--- src/rtl/trng_key_arbiter.sv ---
// rtl/trng_key_arbiter.sv - round-robin arbiter sharing one TRNG key generator among N_REQ consumers
module trng_key_arbiter #(
    parameter int N_REQ          = 4,
    parameter int N_BITS_KEY     = 32,
    parameter int TIMEOUT_CYCLES = 4096
) (
    input  logic                  clk,
    input  logic                  rst_n,
    input  logic [N_REQ-1:0]      req_i,
    output logic [N_REQ-1:0]      gnt_o,
    output logic [N_REQ-1:0]      valid_o,
    output logic [N_BITS_KEY-1:0] key_o,
    output logic                  timeout_o,
    output logic                  fail_o,
    input  logic                  clear_fail_i,
    output logic                  trng_enable_o,
    output logic                  trng_ack_read_o,
    input  logic                  trng_key_ready_i,
    input  logic [N_BITS_KEY-1:0] trng_key_i,
    input  logic                  trng_intr_i
);

    localparam int LW = $clog2(N_REQ);
    localparam int CW = (TIMEOUT_CYCLES > 0) ? $clog2(TIMEOUT_CYCLES + 1) : 1;

    typedef enum logic [2:0] {
        S_IDLE,
        S_WAIT_KEY,
        S_DELIVER,
        S_DRAIN,
        S_FAIL
    } state_t;

    state_t                r_state;
    state_t                w_state_nxt;
    logic [N_REQ-1:0]      r_gnt;
    logic [LW-1:0]         r_last;
    logic [CW-1:0]         r_cnt;
    logic [N_BITS_KEY-1:0] r_key;
    logic                  r_timeout;

    logic                  w_enable;
    logic                  w_ack;
    logic                  w_timeout_hit;
    logic                  w_found;
    logic [LW-1:0]         w_idx;
    logic [LW-1:0]         w_win_idx;
    logic [N_REQ-1:0]      w_win_oh;

    // Round-robin search starting just after the last winner, with wrap-around.
    always_comb begin
        w_found   = 1'b0;
        w_idx     = '0;
        w_win_idx = '0;
        w_win_oh  = '0;
        for (int i = 0; i < N_REQ; i++) begin
            w_idx = LW'((int'(r_last) + 1 + i) % N_REQ);
            if (!w_found && req_i[w_idx]) begin
                w_found   = 1'b1;
                w_win_idx = w_idx;
            end
        end
        w_win_oh[w_win_idx] = 1'b1;
    end

    always_comb begin
        w_state_nxt   = r_state;
        w_enable      = 1'b0;
        w_ack         = 1'b0;
        w_timeout_hit = 1'b0;
        case (r_state)
            S_IDLE: begin
                if (|req_i) w_state_nxt = S_WAIT_KEY;
            end
            S_WAIT_KEY: begin
                w_enable = 1'b1;
                if (trng_key_ready_i) begin
                    w_ack       = 1'b1;
                    w_state_nxt = (|(req_i & r_gnt)) ? S_DELIVER : S_DRAIN;
                end else if ((TIMEOUT_CYCLES != 0) && (r_cnt == CW'(TIMEOUT_CYCLES))) begin
                    w_timeout_hit = 1'b1;
                    w_state_nxt   = S_IDLE;
                end
            end
            S_DELIVER: begin
                w_enable    = 1'b1;
                w_state_nxt = S_DRAIN;
            end
            S_DRAIN: begin
                w_enable = 1'b1;
                if (!trng_key_ready_i) w_state_nxt = S_IDLE;
            end
            S_FAIL: begin
                if (clear_fail_i) w_state_nxt = S_IDLE;
            end
            default: w_state_nxt = S_IDLE;
        endcase
        // A total-failure interrupt overrides capture and timeout in the same cycle.
        if (trng_intr_i) begin
            w_state_nxt   = S_FAIL;
            w_ack         = 1'b0;
            w_timeout_hit = 1'b0;
        end
    end

    always_ff @(posedge clk or negedge rst_n) begin
        if (!rst_n) begin
            r_state   <= S_IDLE;
            r_gnt     <= '0;
            r_last    <= LW'(N_REQ - 1);
            r_cnt     <= '0;
            r_key     <= '0;
            r_timeout <= 1'b0;
        end else begin
            r_state   <= w_state_nxt;
            r_timeout <= w_timeout_hit;
            if (trng_intr_i) begin
                r_gnt <= '0;
                r_key <= '0;
            end else begin
                case (r_state)
                    S_IDLE: begin
                        if (|req_i) begin
                            r_gnt  <= w_win_oh;
                            r_last <= w_win_idx;
                            r_cnt  <= '0;
                        end
                    end
                    S_WAIT_KEY: begin
                        if (r_cnt != '1) r_cnt <= r_cnt + 1'b1;
                        if (trng_key_ready_i) begin
                            if (|(req_i & r_gnt)) r_key <= trng_key_i;
                            else                  r_gnt <= '0;
                        end else if (w_timeout_hit) begin
                            r_gnt <= '0;
                        end
                    end
                    S_DELIVER: begin
                        r_gnt <= '0;
                        r_key <= '0;
                    end
                    default: ;
                endcase
            end
        end
    end

    assign gnt_o           = r_gnt;
    assign valid_o         = (r_state == S_DELIVER) ? r_gnt : '0;
    assign key_o           = (r_state == S_DELIVER) ? r_key : '0;
    assign timeout_o       = r_timeout;
    assign fail_o          = (r_state == S_FAIL);
    assign trng_enable_o   = w_enable;
    assign trng_ack_read_o = w_ack;

endmodule

--- config.mk ---
export PLATFORM = sky130hd
export DESIGN_NAME = trng_key_arbiter
export DESIGN_NICKNAME = d
export VERILOG_FILES = /design/src/rtl/trng_key_arbiter.sv
export SDC_FILE = /design/constraint.sdc
export NUM_CORES = 1
export LEC_CHECK = 0
export CELL_PAD_IN_SITES_DETAIL_PLACEMENT = 0
export CELL_PAD_IN_SITES_GLOBAL_PLACEMENT = 1
export CORE_MARGIN = 5
export CORE_UTILIZATION = 25
export CTS_CLUSTER_DIAMETER = 150
export DETAILED_ROUTE_END_ITERATION = 10
export GPL_TIMING_DRIVEN = 0
export PLACE_DENSITY = 0.69
export RECOVER_POWER = 25
export REMOVE_ABC_BUFFERS = 1
export SLEW_MARGIN = 25
export SYNTH_ARGS = -nofsm -noshare
export SYNTH_HDL_FRONTEND = slang
export SYNTH_SLANG_ARGS = --single-unit
--- constraint.sdc ---
create_clock -name clk -period 1.9 [get_ports clk]
set_input_delay 0.19 -clock clk [delete_from_list [all_inputs] [get_ports clk]]
set_output_delay 0.19 -clock clk [all_outputs]
set_load 0.02 [all_outputs]
== After elaboration in Yosys (flattened, before gate mapping) ==
Cells that the tools add are included.

* Input bits: 41
* Word-level logic and storage cells: 102
* Output and inout port bits: 44
* Register bits after elaboration: 55

* Multiplexer cells: 48
* Order comparisons: 6
* Bitwise operators: 2
* Equality and inequality tests: 16
* Add/subtract/negate cells: 5
* Reductions and logical operators: 19

{| class="wikitable"
|+ Operators with widths
! cell !! count
|-
| 2-to-1 mux 32 bit || 4
|-
| case mux 32 bit (2 select lines) || 1
|-
| 2-to-1 mux 13 bit || 2
|-
| case mux 13 bit (2 select lines) || 1
|-
| 2-to-1 mux 4 bit || 6
|-
| 2-to-1 mux 3 bit || 6
|-
| 2-to-1 mux 1 bit || 17
|-
| less-than comparator 2 x 3 -> 1 bit (second input constant) || 5
|-
| case mux 3 bit (5 select lines) || 1
|-
| adder 13 x 1 -> 13 bit (second input constant) || 1
|-
| equality test 13 bit (second input constant) || 1
|-
| != test 13 bit (second input constant) || 1
|-
| != test 3 bit (second input constant) || 4
|-
| != test 4 bit (second input constant) || 3
|-
| case mux 4 bit (3 select lines) || 1
|-
| AND reduction 4 bit || 3
|-
| binary-select mux 1 bit (select 2 bit) || 4
|-
| 2-to-1 mux 2 bit || 4
|-
| OR reduction 4 bit || 2
|-
| adder 2 bit (second input constant) || 3
|-
| equality test 3 x 2 -> 1 bit (second input constant) || 2
|-
| AND reduction 3 bit || 2
|-
| AND 4 bit || 1
|-
| logical AND 1 bit || 4
|-
| 14 further kinds || 17
|}

== Logic depth before layout (Yosys ltp) ==
Gate-level depths: netlist (run 1).

* Depth in word-level cells: 20
* Mapped depth: 7
* Depth with buffers taken out: 6

== Worst setup path before layout (run 1) ==
No wires, ideal clock.

* Path kind: reg2reg
* Start: reg r_state[2]
* End: reg r_state[0]
* Library setup time: 0.079 ns
* Arrival: 1.750 ns
* Path slack: 0.070 ns
* Period minus slack after synthesis: 1.830 ns
* Stages on the path, launching flop included: 5
* Path buffers: 0
* Data required time: 1.821 ns
* Cells stage by stage: dfrtp_1 -> or3b_4 -> nor3_1 -> a31o_2 -> a2bb2oi_1

* Longest elaborated chain between the ends: 3
* Elaborated cells between the ends (all ways): 12
* Classes of those cells: eq/ne (8); mux (2); reduce/logical (2)

{| class="wikitable"
|+ RTL lines
! item !! RTL line !! text
|-
| from (decl) || 34 || <nowiki>state_t r_state;</nowiki>
|-
| from (signal assigned) || 115 || <nowiki>r_state <= w_state_nxt;</nowiki>
|-
| equality test 3 x 1 -> 1 bit, or another cell as far along || 71 || <nowiki>case (r_state)</nowiki>
|-
| != test 4 bit (no source line), or another cell as far along || n/a ||
|-
| AND reduction 4 bit (no source line) / 2-to-1 mux 3 bit (equally long branches) || n/a ||
|}

Several ways; a longest one is shown, not always the timed one.
A chain may end at the register's enable or synchronous reset.

== Final worst setup path (run 1) ==
* Start: reg r_state[1]
* End: reg r_key[14]

* Longest elaborated chain between the ends: 3
* Elaborated cells between the ends (all ways): 8
* Classes of those cells: eq/ne (4); mux (2); reduce/logical (2)

{| class="wikitable"
|+ RTL lines
! item !! RTL line !! text
|-
| equality test 3 x 1 -> 1 bit / equality test 3 x 2 -> 1 bit (equally long branches) || 121 || <nowiki>case (r_state)</nowiki>
|-
| != test 3 bit (no source line), or another cell as far along || n/a ||
|-
| AND reduction 3 bit (no source line) / 2-to-1 mux 32 bit (equally long branches) || n/a ||
|-
| to (signal assigned) || 132 || <nowiki>if (|(req_i & r_gnt)) r_key <= trng_key_i;</nowiki>
|-
| to (decl) || 39 || <nowiki>logic [N_BITS_KEY-1:0] r_key;</nowiki>
|}

Several ways; a longest one is shown, not always the timed one.

==> results of run 1 <==
==> cells in the mapped netlist (2+ instances only) <==
library cell   n
a211oi_1       3
a21oi_1       10
a22oi_1        2
and2_1        34
and3_1         2
and4_1         2
buf_2          3
buf_6          6
clkbuf_1       8
dfrtp_1       53
dfstp_2        2
ha_1           2
inv_1         11
mux2i_1       34
nand2_1       12
nand2b_1       4
nand3_1        7
nand4_1        3
nor2_1        39
nor2b_1        2
nor3_1         9
nor4_1         2
nor4b_1        2
o21a_1         2
o21ai_0        3
o21ai_1        2
o22ai_1        2
o2bb2ai_1      2
o31ai_1        8
or3_1          2
or4_1          9
==> repair_timing <==
action | 4_1_cts | 5_1_grt
buffers inserted | 15 | 1
hold buffers | 1 | 0
hold endpoints to repair | 18 | 0
endpoints found under the setup margin | 85 | 65
cloned | 1 | 2
pin swaps | 4 | 5
gates resized for setup | 105 | 40
==> worst paths after layout <==
kind | start | to | cells past startpoint
max in group asynchronous | rst_n | r_state[2] | 3
max | r_state[1] | r_key[14] | 6
min reg2reg | r_key[5] | r_key[5] | 2
max reg2reg | r_state[1] | r_key[14] | 6
min in group asynchronous | rst_n | r_key[8] | 2
min | clear_fail_i | r_state[2] | 2
==> routing by layer <==
| layer | global-route usage | up-vias |
|---|---|---|
| li1 | - | 1266 |
| met1 | 0.1601 | 1256 |
| met2 | 0.1826 | 71 |
| met3 | 0.02754 | 5 |
| met4 | 0.02577 | 0 |
| met5 | 0 | - |
==> final cells by class <==
class	count	area [um^2]
Fill cell	1215	7515
Multi-Input combinational cell	219	1569
Sequential cell	55	1383
Timing Repair Buffer	109	1028
Tap cell	147	183.9
Clock buffer	6	128.9
Inverter	11	41.29
Clock inverter	2	12.51
==> worst reg2reg max path: cells and delay by family, from the launching register on <==
family,cells,cell delay (ps)
AND/OR/NAND/NOR,2,480
flip-flops,1,440
buffers and inverters,2,330
AO/OA/AOI/OAI,1,270
multiplexers,1,170
==> cells by family (layout without fill, tap and decap cells) <==
family,after synthesis,in the layout,synth area share
AOI/OAI and AO/OA,47,48,0.1150
buffers and inverters,28,128,0.05142
muxes,35,35,0.1187
DFF,55,55,0.4607
adders and majority gates,2,2,0.008360
and+or+nand+nor,134,134,0.2458
==> sequential cells by signal, indices dropped and copies added, names as in the netlist <==
name,count
r_key,32
r_state,3
timeout_o,1
r_last,2
r_cnt,13
gnt_o,4
==> where the power goes <==
part	switching, mW	leakage [nW]	internal (mW)
registers	0.0353	0.753	1.22
logic	0.189	0.974	0.192
clock network	0.426	0.0669	0.488
total	0.651	1.79	1.90
==> per-stage QoR <==
stage / cell area [um^2] / util
global route: 4347 / 0.3665
floorplan: 2880 / -
CTS: 4369 / 0.3684
global placement: 3905 / 0.3292
finish: 4347 / 0.3665
detailed placement: 4016 / 0.3386
==> flow_metrics.py, run 1 <==
metrics = {
    "status": {
        "outcome": "complete, no violations",
    },
    "routing": {
        "vias_per_cell": 4.732,
        "dr_wl_met3_um": 437,
        "ant_nets": 0,
        "drt-pass1-iter-count": 4,
        "dr_total_vias": 2598,
        "highest-signal-layer": "met4",
        "drc": 0,
        "wl_um": 8302,
        "wl_met1_um": 3982,
        "drtIter0Drc": 143,
        "wl_per_cell_um": 15.12,
        "route.met2.wl_um": 3804,
    },
    "grt": {
        "gr-total-overflow": 0,
        "grt_max_degree": 36,
        "grt_pass1_wl_um": 13500,
        "track_usage": 0.1154,
        "grt_pass1_vias": 2586,
        "antenna_found_initial": 0,
    },
    "setup_path": {
        "cp_top_family": "simple AND/OR/NAND/NOR gates",
        "cp_slowest_stage_delay_ps": 440,
        "ff2ff_setup_slack_ps": 70,
        "path_cells": "or3b_4, a211oi_4, buf_8, clkbuf_16, mux2i_1, nor2_1",
        "cp.buffers_inverters": 2,
        "critical_path_class": "reg -> reg",
        "cp.arrival_ps": 1990,
        "end_kind": "flip-flop",
        "crit_path_start_kind": "flip-flop",
        "critPathRequiredTime_ps": 2060,
        "cp_max_fo": 5,
        "slowest_stage": "dfrtp_2",
    },
    "yosys": {
        "async_reset_ff_frac": 1.000,
        "netlist_top_cells_area": "dfrtp_1, mux2i_1, and2_1",
        "yosysTopAreaCell": "dfrtp_1",
        "netlist_instances": 301,
        "synth-main-ff-cell": "dfrtp_1",
        "ys_seq_area_frac": 0.4607,
        "synth_top_area_frac": 0.4431,
        "avgSynthCellArea_um2": 9.943,
        "ys_ff_latch": 55,
        "ys_types": 50,
        "yosys_warnings": 0,
        "synth_edf_count": 0,
        "syn_area_mm2": 0.002993,
    },
    "place": {
        "dpl.cell_count": 521,
        "routabilityCongestion": 0.7632,
        "dpl_worst_slack_ps": -758.8,
        "place.port_buffers": 84,
        "hpwl_um": 5855,
    },
    "timing": {
        "finalCritPeriodShare": 0.9654,
        "worst_hold_slack_ps": 485.8,
        "fin_skew_ps": 9.433,
        "worst_pin_slew_ps": 1165,
        "maxSlewHeadroom": 0.2232,
        "drv_slew": 0,
        "setup_tns_ps": 0,
        "fin_ws_ps": 65.73,
        "fmax_mhz": 545.2,
        "rsz0062_at_grt": "yes",
        "setup_violations": 0,
        "report.final.hold_viol_count": 0,
        "final.min_clock_period_ps": 1834,
    },
    "cells_and_area": {
        "drive_gt1_frac": 0.2338,
        "layout_common_cells": "dfrtp_1, clkdlybuf4s50_1, nor2_1, and2_1, mux2i_1",
        "diodes": 0,
        "layout-area-overhead-vs-synth_pct": 45.23,
        "finalNonFillerCells": 549,
        "final_common_cell": "dfrtp_1",
        "nNetsFinal": 444,
    },
    "floorplan": {
        "initial_core_util": 0.2523,
        "num_rows": 40,
        "core_area_mm2": 0.01186,
        "die-area_mm2": 0.01426,
        "pin_count": 85,
        "fp.dieW_um": 119.4,
        "fp.dieH_um": 119.4,
    },
    "clock_network": {
        "path_clk_slew_ps": 70,
        "cts-root-buf": "clkbuf_16",
        "clk_path_buf_depth": 2,
        "clk_latency_ps": 290,
        "clock-sinks": 55,
        "cts_buffers": 5,
        "tritoncts": "built",
        "htreeDepth": 2,
    },
    "power": {
        "finalPower_mw": 2.548,
        "peakVddDrop_uv": 356.5,
        "power.density_mw_per_mm2": 586.2,
        "p_leak_nw": 1.794,
    },
    "min_path": {
        "min_path_type": "in -> reg",
    },
    "run": {
        "drv_cap": 0,
    },
}
(Power assumes the default switching activity.)
==> run 2, diff against run 1 <==
- ABC_AREA: unset -> 0
==> results of run 2 <==
Final layout, timing and power as in run 1 (identical DEF).
==> run 3, diff against run 2 <==
--- a/config.mk
+++ b/config.mk
@@ -8,2 +8,3 @@
 export ABC_AREA = 0
+export ABC_CLOCK_PERIOD_IN_PS = 1900
 export CELL_PAD_IN_SITES_DETAIL_PLACEMENT = 0
@@ -22 +23,2 @@
 export SYNTH_SLANG_ARGS = --single-unit
+export TNS_END_PERCENT = 20
==> constraint.sdc (replaced) <==
create_clock -name clk -period 1.9 [get_ports clk]
set_input_delay 0.475 -clock clk [delete_from_list [all_inputs] [get_ports clk]]
set_output_delay 0.475 -clock clk [all_outputs]
set_load 0.02 [all_outputs]
==> run 3 against run 2 <==
Setup slack lost 190 ps. The flow now finishes with violations (negative setup slack). Critical path depth shrank 2. Sequential cell count is the same. Global-route usage grew 0.46 points. Count of clock-buffer cells in the layout is the same. Sequential share of layout area shrank 1.3 points. Final area grew 4.5%. Non-clock buffer count grew 3. Clock power shrank 0.7%. Critical endpoint is now trng_ack_read_o. Combinational power grew 3%. Utilization grew 1.7 points. Register-to-register slack lost 120 ps.
==> flow_metrics.py, run 3 (same netlist as run 1, synthesis figures left out) <==
metrics = {
    "status": {
        "outcome": "complete, but fails checks",
        "violations": "negative setup slack",
    },
    "cells_and_area": {
        "finalNonFillerCells": 552,
        "largest_register_ffs": 32,
        "layout_common_cells": "dfrtp_1, clkdlybuf4s50_1, nor2_1, buf_6, mux2i_1",
        "fin_util": 0.3830,
        "nNetsFinal": 447,
        "layout-area-overhead-vs-synth_pct": 51.80,
        "drive_gt1_frac": 0.3284,
        "largest-register": "r_key",
        "diodes": 0,
        "final_common_cell": "dfrtp_1",
    },
    "power": {
        "p_sw_frac": 0.2553,
        "power.density_mw_per_mm2": 562.3,
        "finalPower_mw": 2.555,
        "switchingPower_mw": 0.6523,
        "peakVddDrop_uv": 356.7,
        "combPwrFrac": 0.154,
        "p_leak_nw": 1.883,
        "p_seq_frac": 0.491,
        "p_int_mw": 1.902,
        "clkPwrFrac": 0.355,
    },
    "grt": {
        "antenna_found_initial": 0,
        "grt_max_degree": 36,
        "grt_pass1_vias": 2639,
        "track_usage": 0.1200,
        "grt_pass1_wl_um": 14020,
        "gr-total-overflow": 0,
    },
    "setup_path": {
        "cp.arrival_ps": 1550,
        "ff2ff_setup_slack_ps": -50,
        "startpoint": "r_state[0]",
        "rr_startpoint": "r_state[0]",
        "crit_path_start_kind": "flip-flop",
        "critPathRequiredTime_ps": 1420,
        "worst_r2r_path_depth": 7,
        "crit_path_end": "trng_ack_read_o",
        "cp_max_fo": 5,
        "end_kind": "output pin",
        "r2r_end": "r_key[12]",
        "critical_path_class": "reg -> out",
    },
    "clock_network": {
        "cts_hold_buf": 0,
        "tritoncts": "built",
        "clk_path_buf_depth": 2,
        "clock-sinks": 55,
        "path_clk_slew_ps": 70,
        "cts-root-buf": "clkbuf_16",
        "clk_latency_ps": 290,
        "cts_buffers": 5,
        "htreeDepth": 2,
    },
    "timing": {
        "final.min_clock_period_ps": 2029,
        "worst_hold_slack_ps": 418.1,
        "setup_violations": 53,
        "finalCritPeriodShare": 1.068,
        "fin_skew_ps": 7.863,
        "report.final.hold_viol_count": 0,
        "worst_pin_slew_ps": 1232,
        "rsz0062_at_grt": "yes",
        "fmax_mhz": 492.9,
        "drv_slew": 0,
        "maxSlewHeadroom": 0.1784,
        "fin_ws_ps": -128.7,
    },
    "routing": {
        "vias_per_cell": 4.701,
        "wl_um": 8444,
        "dr_total_vias": 2595,
        "drtIter0Drc": 130,
        "drc": 0,
        "wl_per_cell_um": 15.30,
        "drt-pass1-iter-count": 4,
        "ant_nets": 0,
    },
    "place": {
        "dpl.cell_count": 521,
        "hpwl_um": 5855,
        "place.port_buffers": 84,
        "routabilityCongestion": 0.7632,
        "dpl_worst_slack_ps": -1044,
    },
    "floorplan": {
        "num_rows": 40,
        "pin_count": 85,
        "initial_core_util": 0.2523,
        "die-area_mm2": 0.01426,
        "fp.dieH_um": 119.4,
        "core_area_mm2": 0.01186,
        "fp.dieW_um": 119.4,
    },
    "min_path": {
        "min_path_type": "in -> async",
    },
    "run": {
        "drv_cap": 0,
    },
}
-- run 3: cell count changes in the layout (fill, tap and decap cells not counted), sizes merged --
| cell | before | now |
|---|---|---|
| dlygate4sd3 | 1 | 0 |
| clkdlybuf4s15 | 10 | 0 |
| buf | 35 | 66 |
| clkbuf | 19 | 8 |
| clkdlybuf4s50 | 45 | 39 |
-- run 3: how the worst min path moves through the flow --
stage,from,to,depth (start not counted)
5_1_grt,r_last[1],r_last[1],2
4_1_cts,rst_n,r_key[21],1
3_3_place_gp,r_last[1],r_last[1],2
6_report,rst_n,r_key[8],1
2_1_floorplan,rst_n,gnt_o[0],0
3_5_place_dp,rst_n,r_key[21],1
-- run 3: critical path, cell delays in order (launching register included) --
cell and delay, ps:
dfrtp_2 390, buf_4 130, or3b_4 430, nor3_4 160, buf_6 150
-- run 3: timing repair --
item,CTS,global route
setup endpoints to repair,90,71
setup buffers,16,6
cloned,3,0
pin swaps,25,12
resized for setup,261,38
-- run 3: area by class of cell --
type | count | area, um^2
fill | 1205 | 7318
timing repair buffer | 112 | 1135
inverter | 11 | 43.79
tap | 147 | 183.9
clock inverter | 2 | 12.51
clock buffer | 6 | 128.9
multi-input combinational | 219 | 1655
sequential | 55 | 1384
-- run 3: metal layers --
metal / GRT usage / part of all wire / up-vias / routed length [um]
met2: 0.1907 / 0.46 / 65 / 3909
met5: 0 / 0 / - / 0
met4: 0.02649 / 0.0094 / 0 / 79
met1: 0.1648 / 0.48 / 1252 / 4019
li1: - / - / 1273 / -
met3: 0.03039 / 0.052 / 5 / 435
-- run 3: stage by stage --
| step | instance area (um^2) | setup TNS [ps] |
|---|---|---|
| 6_report | 4543 | -2429 |
| 5_1_grt | 4543 | -8201 |
| 4_1_cts | 4434 | -4310 |
| 3_5_place_dp | 4016 | -64300 |
| 3_3_place_gp | 3905 | -199150 |
| 2_1_floorplan | 2880 | -35250 |
-- run 3: power by group through the flow --
stage	clock network (mW)	registers, mW	logic, mW
floorplan	0	1.28	0.150
global placement	0	1.28	0.333
detailed placement	0	1.29	0.352
CTS	0.946	1.25	0.387
global route	0.991	1.26	0.431
finish	0.908	1.25	0.393
